--- config.mk ---
export PLATFORM = sky130hd
export DESIGN_NAME = pipe_rx_buffer_flat
export DESIGN_NICKNAME = d
export VERILOG_FILES = /design/src/rtl/pipe_rx_buffer_if.sv /design/src/rtl/pipe_rx_buffer.sv /design/src/flat_wrapper.sv
export SDC_FILE = /design/constraint.sdc
export NUM_CORES = 1
export LEC_CHECK = 0
export BUFFER_PORTS_ARGS = -buffer_cell sky130_fd_sc_hd__buf_2
export CORE_MARGIN = 3
export CORE_UTILIZATION = 31
export CTS_CLUSTER_DIAMETER = 30
export DETAILED_ROUTE_END_ITERATION = 8
export MAX_ROUTING_LAYER = met4
export PLACE_DENSITY = 0.45
export REMOVE_ABC_BUFFERS = 1
export SYNTH_ARGS = -nofsm -noshare
export SYNTH_HDL_FRONTEND = slang
export SYNTH_SLANG_ARGS = --single-unit
--- constraint.sdc ---
create_clock -name clk -period 3.4 [get_ports clk]
set_input_delay 0.51 -clock clk [delete_from_list [all_inputs] [get_ports clk]]
set_output_delay 0.51 -clock clk [all_outputs]
set_load 0.02 [all_outputs]
--- src/rtl/pipe_rx_buffer_if.sv ---
// Valid/allow handshake plus show-ahead pop port between a pipeline tail and the rx buffer.
interface pipe_rx_buffer_if #(
  parameter int WIDTH = 4
);
  logic             validin;
  logic [WIDTH-1:0] datain;
  logic             allowout;
  logic             rd_en;
  logic             rd_valid;
  logic [WIDTH-1:0] rd_data;

  modport master (
    output validin, datain, rd_en,
    input  allowout, rd_valid, rd_data
  );

  modport slave (
    input  validin, datain, rd_en,
    output allowout, rd_valid, rd_data
  );
endinterface

--- src/rtl/pipe_rx_buffer.sv ---
// Receive buffer for the valid/allow pipeline handshake: small FIFO with show-ahead read,
// incrementing-sequence checker and accepted-beat counter. All outputs come straight from flops.
module pipe_rx_buffer #(
  parameter int WIDTH = 4,
  parameter int DEPTH = 4
) (
  input  logic                   clk,
  input  logic                   rst,
  pipe_rx_buffer_if.slave        bus,
  output logic [$clog2(DEPTH):0] count,
  output logic                   seq_err,
  output logic [15:0]            beat_cnt
);
  localparam int AW = $clog2(DEPTH);
  localparam logic [AW:0] CNT_FULL = DEPTH[AW:0];
  localparam logic [AW:0] CNT_ZERO = {(AW+1){1'b0}};

  logic [WIDTH-1:0] mem_q [DEPTH];

  logic [AW-1:0]    wr_ptr_q, wr_ptr_d;
  logic [AW-1:0]    rd_ptr_q, rd_ptr_d;
  logic [AW:0]      count_q, count_d;
  logic             allow_q, allow_d;
  logic             rd_valid_q, rd_valid_d;
  logic [WIDTH-1:0] rd_data_q, rd_data_d;
  logic [WIDTH-1:0] exp_q, exp_d;
  logic             seen_q, seen_d;
  logic             seq_err_q, seq_err_d;
  logic [15:0]      beat_cnt_q, beat_cnt_d;

  logic acc_s;
  logic pop_s;

  // allow_q / rd_valid_q mirror count_q, so neither rd_en nor validin reaches allowout.
  assign acc_s = bus.validin && allow_q;
  assign pop_s = bus.rd_en && rd_valid_q;

  // Pointer and occupancy next state
  always_comb begin
    wr_ptr_d = wr_ptr_q;
    rd_ptr_d = rd_ptr_q;
    count_d  = count_q;
    if (acc_s) begin
      wr_ptr_d = wr_ptr_q + 1'b1;
    end else begin
      wr_ptr_d = wr_ptr_q;
    end
    if (pop_s) begin
      rd_ptr_d = rd_ptr_q + 1'b1;
    end else begin
      rd_ptr_d = rd_ptr_q;
    end
    case ({acc_s, pop_s})
      2'b10:   count_d = count_q + 1'b1;
      2'b01:   count_d = count_q - 1'b1;
      default: count_d = count_q;
    endcase
  end

  // Registered view of the next head: a beat landing in the new head slot bypasses the memory
  always_comb begin
    allow_d    = (count_d != CNT_FULL);
    rd_valid_d = (count_d != CNT_ZERO);
    rd_data_d  = {WIDTH{1'b0}};
    if (!rd_valid_d) begin
      rd_data_d = {WIDTH{1'b0}};
    end else if (acc_s && (rd_ptr_d == wr_ptr_q)) begin
      rd_data_d = bus.datain;
    end else begin
      rd_data_d = mem_q[rd_ptr_d];
    end
  end

  // Sequence checker and beat counter; every accepted beat resyncs the expectation
  always_comb begin
    seen_d     = seen_q;
    exp_d      = exp_q;
    seq_err_d  = seq_err_q;
    beat_cnt_d = beat_cnt_q;
    if (acc_s) begin
      seen_d     = 1'b1;
      exp_d      = bus.datain + 1'b1;
      beat_cnt_d = beat_cnt_q + 16'd1;
      if (seen_q && (bus.datain != exp_q)) begin
        seq_err_d = 1'b1;
      end else begin
        seq_err_d = seq_err_q;
      end
    end else begin
      seen_d     = seen_q;
      exp_d      = exp_q;
      seq_err_d  = seq_err_q;
      beat_cnt_d = beat_cnt_q;
    end
  end

  // Control and status state
  always_ff @(posedge clk) begin
    if (rst) begin
      wr_ptr_q   <= {AW{1'b0}};
      rd_ptr_q   <= {AW{1'b0}};
      count_q    <= CNT_ZERO;
      allow_q    <= 1'b1;
      rd_valid_q <= 1'b0;
      rd_data_q  <= {WIDTH{1'b0}};
      exp_q      <= {WIDTH{1'b0}};
      seen_q     <= 1'b0;
      seq_err_q  <= 1'b0;
      beat_cnt_q <= 16'd0;
    end else begin
      wr_ptr_q   <= wr_ptr_d;
      rd_ptr_q   <= rd_ptr_d;
      count_q    <= count_d;
      allow_q    <= allow_d;
      rd_valid_q <= rd_valid_d;
      rd_data_q  <= rd_data_d;
      exp_q      <= exp_d;
      seen_q     <= seen_d;
      seq_err_q  <= seq_err_d;
      beat_cnt_q <= beat_cnt_d;
    end
  end

  // Storage is never cleared; reset only discards it via the pointers
  always_ff @(posedge clk) begin
    if (acc_s && !rst) begin
      mem_q[wr_ptr_q] <= bus.datain;
    end
  end

  assign bus.allowout = allow_q;
  assign bus.rd_valid = rd_valid_q;
  assign bus.rd_data  = rd_data_q;
  assign count        = count_q;
  assign seq_err      = seq_err_q;
  assign beat_cnt     = beat_cnt_q;
endmodule

--- src/flat_wrapper.sv ---
// flat-port wrapper written by rule: the top's interface ports become plain ports
module pipe_rx_buffer_flat 
#(
  parameter int WIDTH = 4,
  parameter int DEPTH = 4
)
  (clk, rst, count, seq_err, beat_cnt, bus_validin, bus_datain, bus_rd_en, bus_allowout, bus_rd_valid, bus_rd_data);
  pipe_rx_buffer_if #(.WIDTH(WIDTH)) bus_i ();
  input  logic clk;
  input  logic rst;
  output logic [$clog2(DEPTH):0] count;
  output logic seq_err;
  output logic [15:0] beat_cnt;
  input wire logic [$bits(bus_i.validin)-1:0] bus_validin;
  input wire logic [$bits(bus_i.datain)-1:0] bus_datain;
  input wire logic [$bits(bus_i.rd_en)-1:0] bus_rd_en;
  output wire logic [$bits(bus_i.allowout)-1:0] bus_allowout;
  output wire logic [$bits(bus_i.rd_valid)-1:0] bus_rd_valid;
  output wire logic [$bits(bus_i.rd_data)-1:0] bus_rd_data;
  assign bus_i.validin = bus_validin;
  assign bus_i.datain = bus_datain;
  assign bus_i.rd_en = bus_rd_en;
  assign bus_allowout = bus_i.allowout;
  assign bus_rd_valid = bus_i.rd_valid;
  assign bus_rd_data = bus_i.rd_data;
  pipe_rx_buffer #(.WIDTH(WIDTH), .DEPTH(DEPTH)) u_core (.clk(clk), .rst(rst), .bus(bus_i), .count(count), .seq_err(seq_err), .beat_cnt(beat_cnt));
endmodule
==> qor.log <==
qor: grt.grt_pass1_wl 8190 microns
qor: worst_setup_path.timing.rr.end u_core.bus.rd_data[3]
qor: grt.global_route.usage.total 0.123
qor: timing.final_period_demand_of_the_worst_path 2.35 ns
qor: timing.slew_violations 0
qor: timing.max_slew_margin 0.590
qor: worst_setup_path.worst_ep_arrival_time 2.58 ns
qor: pwr.power_density 498 nW/um^2
qor: hold_path.min_path_cells 2
qor: drt.final_antenna_net_count 0
qor: pwr.p_leak 1.03 nW
qor: pwr.vdd_drop_max 212 uV
qor: floorplan.die-width 94.1 microns
qor: synthesis.postSynthRegisterBits 51
qor: worst_setup_path.worst-path-max-fanout 10
qor: synthesis.yosys_warnings 0
qor: placed_design.placedCellCount 336
qor: timing.final.setup.worst_slack 1.05 ns
qor: cts.cts-htree-levels 2
qor: synthesis.post_synthesis_instance_area 2400 sq um
qor: floorplan.dieHeight 94.1 microns
qor: timing.finClkSkew 0.00730 ns
qor: run.maxCapViolCount 0
qor: grt.grt-ovfl-total 0
qor: synthesis.async_flop_share 0
qor: floorplan.core_area 7370 sq um
qor: cts.numCtsBuffers 5
qor: layout.post_route_cells_drive_above_1_share 0.233
qor: placed_design.hpwl 3540 microns
qor: timing.fmaxAchievable 425 MHz
qor: layout.filler_cell_count 737
qor: synthesis.synthCells 212
qor: placed_design.routabilityCongestion 0.732
qor: grt.first_global_vias 1,538
qor: cts.cts_setup_buffers 0
qor: drt.routed-via-count 1,628
qor: cts.clockRootBuffer clkbuf_8
qor: grt.antenna_found_initial 0
qor: floorplan.num_io_pins 34
qor: timing.grt_setup_unrepaired no
qor: worst_setup_path.worst_r2r_startpoint u_core.bus.rd_valid
qor: cts.cts.hold.buffers_added 0
qor: cts.cts_tree built
qor: floorplan.fp.dieArea 8850 sq um
qor: layout.syn_to_final_growth 14.2%
qor: drt.avgRoutedWirePerCell 14.2 microns
qor: placed_design.port_buffers 33
qor: worst_setup_path.ff2ff_path_depth 8
qor: cts.cts-resized-gates 0
qor: drt.detail_route.vias_per_cell 4.73
qor: cts.cts.sink_count 51
qor: cts.cts.clk_slew.worst_paths 0.10 ns
qor: hold_path.worstHoldEndpoint u_core.exp_q[1]
qor: drt.first_pass_iters 4
qor: grt.grt_start_max_net_pins 34
qor: layout.multiInputGateArea 1140 sq um
qor: timing.final_hold_viol_count 0
qor: worst_setup_path.worstSetupPathType reg2reg
qor: floorplan.cell_rows 31
qor: synthesis.synthTopCellsByArea dfxtp_1 (29%), edfxtp_1 (20%), mux4_2 (7.5%)
qor: worst_setup_path.worstPathRequired 3.62 ns
qor: drt.drtIter0Drc 75
qor: drt.totalWireLength 4900 microns
qor: synthesis.synth_edf_count 16
qor: hold_path.min-delay-start u_core.exp_q[1]
qor: synthesis.synth.yosys.seq_area_share 0.491
qor: layout.post_layout_nonfiller_instances 344
qor: layout.num_antenna_cells 0
qor: layout.area.sequential 1180 sq um
qor: synthesis.synth_top_cell_by_area dfxtp_1
qor: synthesis.yosys.area.top_type_share 0.291
qor: timing.setup-tns-final 0 ns
qor: hold_path.hold_class reg2reg
qor: synthesis.synth_area_per_cell 11.3 sq um
qor: worst_setup_path.type_of_origin_of_the_critical_path flop
qor: layout.layout.nets 260
qor: worst_setup_path.cp-end-kind flop
qor: outcome.result_of_the_run complete, no violations
qor: cts.max-clock-path-buffers 2
qor: timing.setup_violations 0
qor: timing.final_worst_path_cycle_share 0.692
qor: worst_setup_path.worst-r2r-setup-slack 1.05 ns
qor: synthesis.yosys.cell_types.count 44
qor: placed_design.preCtsSetupSlack 0.742 ns
qor: synthesis.top_flip_flop_cell_by_instance_count_after_synthesis dfxtp_1
qor: cts.clk_latency 0.30 ns
qor: timing.tightestPinTransition 0.615 ns
qor: drt.drc 0
qor: floorplan.starting_density 0.326
registers in the layout, indices dropped and copies added, names as in the netlist:
register,cells
u_core.rd_ptr_q,2
u_core.seq_err,1
u_core.seen_q,1
u_core.exp_q,4
u_core.mem_q,16
u_core.bus.rd_data,4
u_core.wr_ptr_q,2
u_core.bus.allowout,1
u_core.beat_cnt,16
u_core.count,3
u_core.bus.rd_valid,1
worst max-delay path, cell delays in order (launching register included):
cell      delay, ns
dfxtp_1        0.36
nand2_2        0.23
inv_1          0.08
ha_1           0.22
fa_1           0.38
xnor2_1        0.15
or3_1          0.32
a31o_2         0.30
a211oi_1       0.22
logic make-up after synthesis:
| group | share of synthesized area |
|---|---|
| compound gates | 0.0989 |
| xor+xnor | 0.0692 |
| fa+ha+maj | 0.0447 |
| buf+inv | 0.0349 |
| flops | 0.491 |
| mux | 0.0957 |
| simple gates | 0.165 |
cells in the final DEF (no fill, tap or decap), drive strengths merged, types with 4 or more instances in the layout:
| cell | count |
|---|---|
| dfxtp | 35 |
| buf | 34 |
| nor2 | 21 |
| edfxtp | 16 |
| xor2 | 11 |
| a211oi | 11 |
| nand2 | 11 |
| a21oi | 10 |
| xnor2 | 8 |
| mux4 | 8 |
| and2 | 8 |
| clkbuf | 8 |
| ha | 7 |
| inv | 7 |
| nand3 | 7 |
| nand4 | 6 |
| mux2i | 5 |
| or3 | 4 |
| o31ai | 4 |
| or4 | 4 |
| o21ai | 4 |
final cells by class:
class | count | area share
Clock buffer | 8 | 0.0369
Inverter | 7 | 0.00957
Multi-Input combinational cell | 145 | 0.415
Sequential cell | 51 | 0.430
Tap cell | 99 | 0.0451
Timing Repair Buffer | 34 | 0.0629
how the worst max path moves through the flow:
stage	startpoint	to	cells past startpoint
after floorplan	bus_validin	u_core.bus.allowout	8
after detailed placement	bus_rd_en	u_core.bus.rd_data[3]	9
after global placement	bus_rd_en	u_core.bus.allowout	9
after global routing	u_core.bus.rd_valid	u_core.bus.rd_data[3]	8
final	u_core.bus.rd_valid	u_core.bus.rd_data[3]	8
after CTS	u_core.bus.rd_valid	u_core.bus.rd_data[3]	8
routing by layer:
layer	up-vias	track usage	routed length [microns]
li1	841	-	-
met1	759	0.180	2590
met2	22	0.167	2090
met3	6	0.0280	148
met4	0	0.0397	67
met5	-	-	0
synthesized netlist by cell type (2+ instances only):
master and n:
a211oi_1 11, a21oi_1 10, and2_1 7, and3b_1 2, buf_2 2, clkbuf_1 4, dfxtp_1 35, edfxtp_1 16
ha_1 7, inv_1 6, mux2i_1 5, mux4_2 8, nand2_1 10, nand2b_1 2, nand3_1 4, nand3_4 2
nand4_1 6, nor2_1 21, o21ai_0 3, o31ai_1 4, or3_1 4, or4_1 4, xnor2_1 8, xor2_1 11
stage by stage:
| step | area, sq um | hold WS, ns | util | total power [mW] |
|---|---|---|---|---|
| 2_1_floorplan | 2350 | 0.440 | - | 0.902 |
| 3_3_place_gp | 2640 | 0.457 | 0.359 | 0.989 |
| 3_5_place_dp | 2640 | 0.463 | 0.359 | 0.989 |
| 4_1_cts | 2750 | 0.477 | 0.372 | 1.39 |
| 5_1_grt | 2750 | 0.524 | 0.372 | 1.45 |
| 6_report | 2750 | 0.475 | 0.372 | 1.37 |
where the power goes:
| group | switching (mW) | total, mW | internal [mW] |
|---|---|---|---|
| combinational | 0.145 | 0.256 | 0.111 |
| sequential | 0.0424 | 0.714 | 0.672 |
| clock | 0.206 | 0.397 | 0.191 |
(Power assumes the default switching activity.)
